`src/rtl/axi4_arb2.sv`:
```
// axi4_arb2: two-master AXI4 arbiter, one outstanding burst at a time, regenerated wlast.
// Define AXI4ARB_RR_EN for round-robin master selection; default is fixed priority to master 0.
module axi4_arb2 #(
  parameter int ADDR_W = 32,
  parameter int DATA_W = 32
) (
  input  logic                clk,
  input  logic                rst,
  input  logic [ADDR_W-1:0]   m0_awaddr_i,
  input  logic [7:0]          m0_awlen_i,
  input  logic                m0_awvalid_i,
  output logic                m0_awready_o,
  input  logic [DATA_W-1:0]   m0_wdata_i,
  input  logic [DATA_W/8-1:0] m0_wstrb_i,
  input  logic                m0_wlast_i,
  input  logic                m0_wvalid_i,
  output logic                m0_wready_o,
  output logic                m0_bvalid_o,
  input  logic                m0_bready_i,
  input  logic [ADDR_W-1:0]   m0_araddr_i,
  input  logic [7:0]          m0_arlen_i,
  input  logic                m0_arvalid_i,
  output logic                m0_arready_o,
  output logic [DATA_W-1:0]   m0_rdata_o,
  output logic                m0_rlast_o,
  output logic                m0_rvalid_o,
  input  logic                m0_rready_i,
  input  logic [ADDR_W-1:0]   m1_awaddr_i,
  input  logic [7:0]          m1_awlen_i,
  input  logic                m1_awvalid_i,
  output logic                m1_awready_o,
  input  logic [DATA_W-1:0]   m1_wdata_i,
  input  logic [DATA_W/8-1:0] m1_wstrb_i,
  input  logic                m1_wlast_i,
  input  logic                m1_wvalid_i,
  output logic                m1_wready_o,
  output logic                m1_bvalid_o,
  input  logic                m1_bready_i,
  input  logic [ADDR_W-1:0]   m1_araddr_i,
  input  logic [7:0]          m1_arlen_i,
  input  logic                m1_arvalid_i,
  output logic                m1_arready_o,
  output logic [DATA_W-1:0]   m1_rdata_o,
  output logic                m1_rlast_o,
  output logic                m1_rvalid_o,
  input  logic                m1_rready_i,
  output logic [ADDR_W-1:0]   s_awaddr_o,
  output logic [7:0]          s_awlen_o,
  output logic [1:0]          s_awburst_o,
  output logic                s_awvalid_o,
  input  logic                s_awready_i,
  output logic [DATA_W-1:0]   s_wdata_o,
  output logic [DATA_W/8-1:0] s_wstrb_o,
  output logic                s_wlast_o,
  output logic                s_wvalid_o,
  input  logic                s_wready_i,
  input  logic                s_bvalid_i,
  output logic                s_bready_o,
  output logic [ADDR_W-1:0]   s_araddr_o,
  output logic [7:0]          s_arlen_o,
  output logic [1:0]          s_arburst_o,
  output logic                s_arvalid_o,
  input  logic                s_arready_i,
  input  logic [DATA_W-1:0]   s_rdata_i,
  input  logic                s_rlast_i,
  input  logic                s_rvalid_i,
  output logic                s_rready_o,
  output logic                grant_o,
  output logic                busy_o
);
  typedef enum logic [5:0] {
    IDLE = 6'b000001,
    AW   = 6'b000010,
    W    = 6'b000100,
    B    = 6'b001000,
    AR   = 6'b010000,
    R    = 6'b100000
  } state_t;
  state_t      state_q;
  logic        grant_q;
  logic [8:0]  wcnt_q;
  logic        req0, req1, sel;
  logic        in_aw, in_w, in_b, in_ar, in_r;
  logic        unused_wlast;
  assign unused_wlast = m0_wlast_i ^ m1_wlast_i;
  assign req0 = m0_awvalid_i | m0_arvalid_i;
  assign req1 = m1_awvalid_i | m1_arvalid_i;
`ifdef AXI4ARB_RR_EN
  // prio_q starts at master 0 so the first contended grant goes to m0, then alternates
  logic prio_q;
  assign sel = (req0 & req1) ? prio_q : req1;
  always_ff @(posedge clk)
    if (rst) prio_q <= 1'b0;
    else if (state_q == IDLE && (req0 | req1)) prio_q <= ~sel;
`else
  assign sel = ~req0;
`endif
  assign in_aw = state_q == AW;
  assign in_w  = state_q == W;
  assign in_b  = state_q == B;
  assign in_ar = state_q == AR;
  assign in_r  = state_q == R;
  assign grant_o = grant_q;
  assign busy_o  = state_q != IDLE;
  assign s_awaddr_o  = grant_q ? m1_awaddr_i : m0_awaddr_i;
  assign s_awlen_o   = grant_q ? m1_awlen_i : m0_awlen_i;
  assign s_awburst_o = 2'b01;
  assign s_awvalid_o = in_aw & (grant_q ? m1_awvalid_i : m0_awvalid_i);
  assign s_wdata_o   = grant_q ? m1_wdata_i : m0_wdata_i;
  assign s_wstrb_o   = grant_q ? m1_wstrb_i : m0_wstrb_i;
  assign s_wlast_o   = in_w & (wcnt_q == 9'd0);
  assign s_wvalid_o  = in_w & (grant_q ? m1_wvalid_i : m0_wvalid_i);
  assign s_bready_o  = in_b & (grant_q ? m1_bready_i : m0_bready_i);
  assign s_araddr_o  = grant_q ? m1_araddr_i : m0_araddr_i;
  assign s_arlen_o   = grant_q ? m1_arlen_i : m0_arlen_i;
  assign s_arburst_o = 2'b01;
  assign s_arvalid_o = in_ar & (grant_q ? m1_arvalid_i : m0_arvalid_i);
  assign s_rready_o  = in_r & (grant_q ? m1_rready_i : m0_rready_i);
  assign m0_awready_o = in_aw & ~grant_q & s_awready_i;
  assign m1_awready_o = in_aw & grant_q & s_awready_i;
  assign m0_wready_o  = in_w & ~grant_q & s_wready_i;
  assign m1_wready_o  = in_w & grant_q & s_wready_i;
  assign m0_bvalid_o  = in_b & ~grant_q & s_bvalid_i;
  assign m1_bvalid_o  = in_b & grant_q & s_bvalid_i;
  assign m0_arready_o = in_ar & ~grant_q & s_arready_i;
  assign m1_arready_o = in_ar & grant_q & s_arready_i;
  assign m0_rvalid_o  = in_r & ~grant_q & s_rvalid_i;
  assign m1_rvalid_o  = in_r & grant_q & s_rvalid_i;
  assign m0_rdata_o = s_rdata_i;
  assign m1_rdata_o = s_rdata_i;
  assign m0_rlast_o = s_rlast_i;
  assign m1_rlast_o = s_rlast_i;
  always_ff @(posedge clk)
    if (rst) begin
      state_q <= IDLE;
      grant_q <= 1'b0;
      wcnt_q  <= 9'd0;
    end else
      case (state_q)
        IDLE: if (req0 | req1) begin
          grant_q <= sel;
          state_q <= (sel ? m1_awvalid_i : m0_awvalid_i) ? AW : AR;
        end
        AW: if (s_awvalid_o & s_awready_i) begin
          wcnt_q  <= {1'b0, s_awlen_o};
          state_q <= W;
        end
        W: if (s_wvalid_o & s_wready_i) begin
          if (wcnt_q == 9'd0) state_q <= B;
          else wcnt_q <= wcnt_q - 9'd1;
        end
        B:  if (s_bvalid_i & s_bready_o) state_q <= IDLE;
        AR: if (s_arvalid_o & s_arready_i) state_q <= R;
        R:  if (s_rvalid_i & s_rready_o & s_rlast_i) state_q <= IDLE;
        default: state_q <= IDLE;
      endcase
endmodule
```
`config.mk`:
```
export PLATFORM = sky130hd
export DESIGN_NAME = axi4_arb2
export DESIGN_NICKNAME = d
export VERILOG_FILES = /design/src/rtl/axi4_arb2.sv
export SDC_FILE = /design/constraint.sdc
export NUM_CORES = 1
export LEC_CHECK = 0
export BUFFER_PORTS_ARGS = -buffer_cell sky130_fd_sc_hd__buf_2
export CORE_AREA = 2 2 188 190
export CTS_CLUSTER_DIAMETER = 60
export CTS_CLUSTER_SIZE = 30
export DETAILED_ROUTE_END_ITERATION = 8
export DIE_AREA = 0 0 190 192
export SYNTH_ARGS = -nofsm -noshare
export SYNTH_HDL_FRONTEND = slang
export SYNTH_SLANG_ARGS = --single-unit
```
`constraint.sdc`:
```
create_clock -name clk -period 2.08 [get_ports clk]
set_input_delay 0.416 -clock clk [delete_from_list [all_inputs] [get_ports clk]]
set_output_delay 0.416 -clock clk [all_outputs]
set_load 0.05 [all_outputs]
```
==> Flow_metrics.wiki <==
{| class="wikitable"
! Metric !! Value
|-
| Remaining max-slew budget at the tightest pin || 0.671
|-
| Final number of max-transition violations || 0
|-
| Maximum number of buffers from clock root to sink || 2
|-
| Startpoint of the worst register-to-register path || wcnt_q[0]$_SDFFE_PP0P_
|-
| Clock Power Share || 0.059
|-
| Half-perimeter wire length after placement || roughly 19000 microns
|-
| Flip-flop and latch count after synthesis || 16
|-
| Leakage power summed over all cells || between 3 and 4 nW
|-
| Grt met2 use || 0.179
|-
| Die span in y || about 190 microns
|-
| Area growth from synthesis to layout || 111%
|-
| Count of cells along the worst register-to-register path || 9
|-
| Time the final worst path needs with I/O delays and setup || 2.27 ns
|-
| Antenna violation net count after detailed routing || 0
|-
| Number of top-level pins || a little under 500
|-
| Global Route Usage Sum || 0.104
|-
| Number of distinct standard cells referenced by the synthesized netlist || 55
|-
| Initial Util || 0.0924
|-
| Initial antenna violation count || 1
|-
| Horizontal extent of the die || approximately 190 microns
|-
| Combinational group share of total power || 0.880
|-
| Outcome || complete, but fails checks
|-
| Max rail drop VDD || approximately 440 uV
|-
| Placement-stage cell area || ~5600 sq um
|-
| Synth Flop Type || dfxtp_1
|-
| Grt peak-use layer || met2
|-
| Tcrit/Tclk final || 1.09
|-
| Setup TNS after final layout || -1.05 ns
|-
| Met1 Resource Use GR || 0.129
|-
| CTS root buf || clkbuf_16
|-
| Number of instances in the synthesized netlist || about 360
|-
| Global Route met3 Usage || 0.0376
|-
| Latest clock arrival within the worst-skew pair || between 0.2 and 0.3 ns
|-
| DRC Markers || 0
|-
| Max Cap Viol || 0
|-
| Clock sink count || 16
|-
| Sequential element share of the synthesized area || 0.101
|-
| End point of the critical path || s_wlast_o
|-
| Switching power of the nets || 4.00 mW
|-
| Count of synthesis-stage warnings from yosys || 0
|-
| Core Box Area || approximately 34000 sq um
|-
| Failing checks || negative setup slack
|-
| Inserted Diodes || 0
|-
| Unrepaired setup endpoints after global routing || yes
|-
| Commonest cells post-synth || mux2_2 (116), buf_4 (72), nor2_1 (17), dfxtp_1 (16), nand2_1 (13)
|-
| Required @ worst endpoint || approximately 1.7 ns
|-
| Largest stage delay, worst path || about 0.47 ns
|-
| Crit end category || output pin
|-
| Cell Pwr Density || about 1100 nW/um^2
|-
| Post-route clock skew || slightly above 0.005 ns
|-
| Sort of element at the start of the critical path || flop
|-
| Part of the total power dissipated in sequential elements || 0.061
|-
| Global-route wire length before repair || about 27000 microns
|-
| Remaining global-route overflow || 0
|-
| Per-instance average area after synthesis || ~8.7 sq um
|-
| Crit path setup slack, layout || -0.187 ns
|-
| Mean routed wirelength per cell || 19.1 microns
|-
| Hold Crit Class || reg2reg
|-
| Crit path max fanout || 2
|-
| Register-to-register setup slack || -0.04 ns
|-
| CP Cell Sequence || inv_2, ha_4, or4b_4, nor3_4, nand3b_1, nor2_4, buf_12
|-
| Setup Viol. Count Final || 8
|-
| Area share of the largest cell type after synthesis || 0.412
|-
| Maximum number of pins on one net before global-route repair || 36
|-
| Number of buffers added on ports || 385
|-
| Total vias in the final route || 4200
|-
| Sw frac || 0.557
|-
| Clock buffers created by TritonCTS || 3
|-
| Share of post-route cells with drive strength above 1 || 0.865
|-
| Detailed-routing iteration count for the pre-antenna-repair pass || 4
|-
| Max Clock Freq || 441 MHz
|-
| Worst setup startpoint || wcnt_q[0]$_SDFFE_PP0P_
|-
| CTS tree || yes
|-
| Final Wtd Congestion || around 0.84
|-
| Cell type with the largest total area after synthesis || mux2_2
|-
| CTS HTree Levels || 1
|-
| Via/cell ratio || between 3 and 4
|-
| Initial detailed-routing violation count || 131
|-
| Cell with the most instances after synthesis || mux2_2
|-
| Clock-pin slew on the worst setup and hold paths || roughly 0.05 ns
|-
| Final Hold Violating Endpoints || 0
|-
| Cell with the biggest individual delay on the critical path || or4b_4
|-
| Cell Rows || 68
|-
| Critical R2R Capture || wcnt_q[0]$_SDFFE_PP0P_
|-
| Least-Margin Pin Slew || about 0.49 ns
|-
| Die area || 36500 sq um
|-
| Kind of critical path || reg2out
|-
| WP data arrival || between 1.5 and 2 ns
|-
| Layout Nets || roughly 1000
|-
| Final WL || about 22000 microns
|-
| Internal power component || 3.18 mW
|-
| EDFF count, synth || 0
|-
| Top cells by area, synth || mux2_2 (41%), buf_4 (17%), dfxtp_1 (10%)
|-
| Hold-fix buffers, CTS || 0
|-
| Final Cell Area || 6700 sq um
|-
| Number of global-route vias before repair || roughly 3800
|-
| Mapped cell area || around 3200 sq um
|-
| Share of async-settable or async-resettable flops after synthesis || 0
|}
## worst max-delay path: cells and delay by family (launching register included)
kind / cells / cell delay (ns)
fa+ha+maj: 1 / 0.14
flops: 1 / 0.32
simple gates: 4 / 0.91
buf+inv: 2 / 0.22
## power by group through the flow
stage | combinational, mW | clock [mW] | sequential, mW
final | 6.32 | 0.424 | 0.440
after floorplan | 4.08 | 0 | 0.425
after CTS | 5.90 | 0.423 | 0.427
after global placement | 5.21 | 0 | 0.410
after detailed placement | 5.23 | 0 | 0.411
after global routing | 6.58 | 0.438 | 0.451
## stage by stage
| stage | setup WS (ns) | cells | power (mW) | util | hold WS [ns] |
|---|---|---|---|---|---|
| final | -0.187 | 1179 | 7.18 | 0.195 | 0.529 |
| after floorplan | -0.0774 | 364 | 4.50 | - | 0.468 |
| after CTS | -0.222 | 1169 | 6.75 | 0.182 | 0.531 |
| after global routing | -0.254 | 1179 | 7.47 | 0.195 | 0.557 |
| after detailed placement | -0.0772 | 1149 | 5.64 | 0.163 | 0.523 |
| after global placement | -0.0426 | 1149 | 5.62 | 0.163 | 0.520 |
## kinds of logic (layout without fill, tap and decap cells)
family,count (synthesis),count (layout),synth area share
mux,122,122,0.431
simple gates,83,83,0.155
fa+ha+maj,1,1,0.00395
xor+xnor,1,1,0.00277
compound gates,37,37,0.0948
buf+inv,100,460,0.209
flops,16,16,0.101
other cells,2,4,0.00237
## what timing repair did
| action | CTS | global route |
|---|---|---|
| resized for setup | 112 | 119 |
| buffers inserted | 13 | 9 |
| pin swaps | 8 | 15 |
| endpoints found under the setup margin | 78 | 86 |
| gates cloned | 3 | 2 |
## cells in the final DEF, fill, tap and decap left out, drive strengths merged, types with 4 or more instances in the layout
cell type,instances
clkbuf,9
nand4,4
and3,8
mux2,116
nand2,13
nand2b,4
a211oi,4
o211ai,6
nor3,7
inv,10
a21oi,4
buf,440
mux2i,6
dfxtp,16
nor2,17
nand3,5
nor4,8
conb,4
## sequential cells by signal, summed over array words and instances (netlist names)
| name | cells |
|---|---|
| wcnt_q | 9 |
| state_q | 6 |
| grant_o | 1 |
## worst min path at each step
stage | start | slack, ns | end | cells after the start
after floorplan | wcnt_q[1]$_SDFFE_PP0P_ | 0.47 | wcnt_q[1]$_SDFFE_PP0P_ | 2
after global placement | wcnt_q[8]$_SDFFE_PP0P_ | 0.52 | wcnt_q[8]$_SDFFE_PP0P_ | 1
after detailed placement | wcnt_q[8]$_SDFFE_PP0P_ | 0.52 | wcnt_q[8]$_SDFFE_PP0P_ | 1
after CTS | wcnt_q[8]$_SDFFE_PP0P_ | 0.53 | wcnt_q[8]$_SDFFE_PP0P_ | 1
after global routing | wcnt_q[8]$_SDFFE_PP0P_ | 0.56 | wcnt_q[8]$_SDFFE_PP0P_ | 1
final | wcnt_q[8]$_SDFFE_PP0P_ | 0.53 | wcnt_q[8]$_SDFFE_PP0P_ | 1
## cell type report
type / count / area (sq um)
Sequential cell: 16 / 332
Fill cell: 3771 / 27600
Inverter: 11 / 41.3
Tap cell: 455 / 569
Clock buffer: 4 / 88.8
Multi-Input combinational cell: 248 / 2620
Timing Repair Buffer: 445 / 3050
## layer usage
layer,wire [microns],up-vias,share of wire
met3,2220,7,0.099
met2,11100,278,0.49
li1,-,1989,-
met4,82,0,0.0037
met1,9040,1926,0.40
met5,0,-,0
Power figures use the tool's default switching activity.
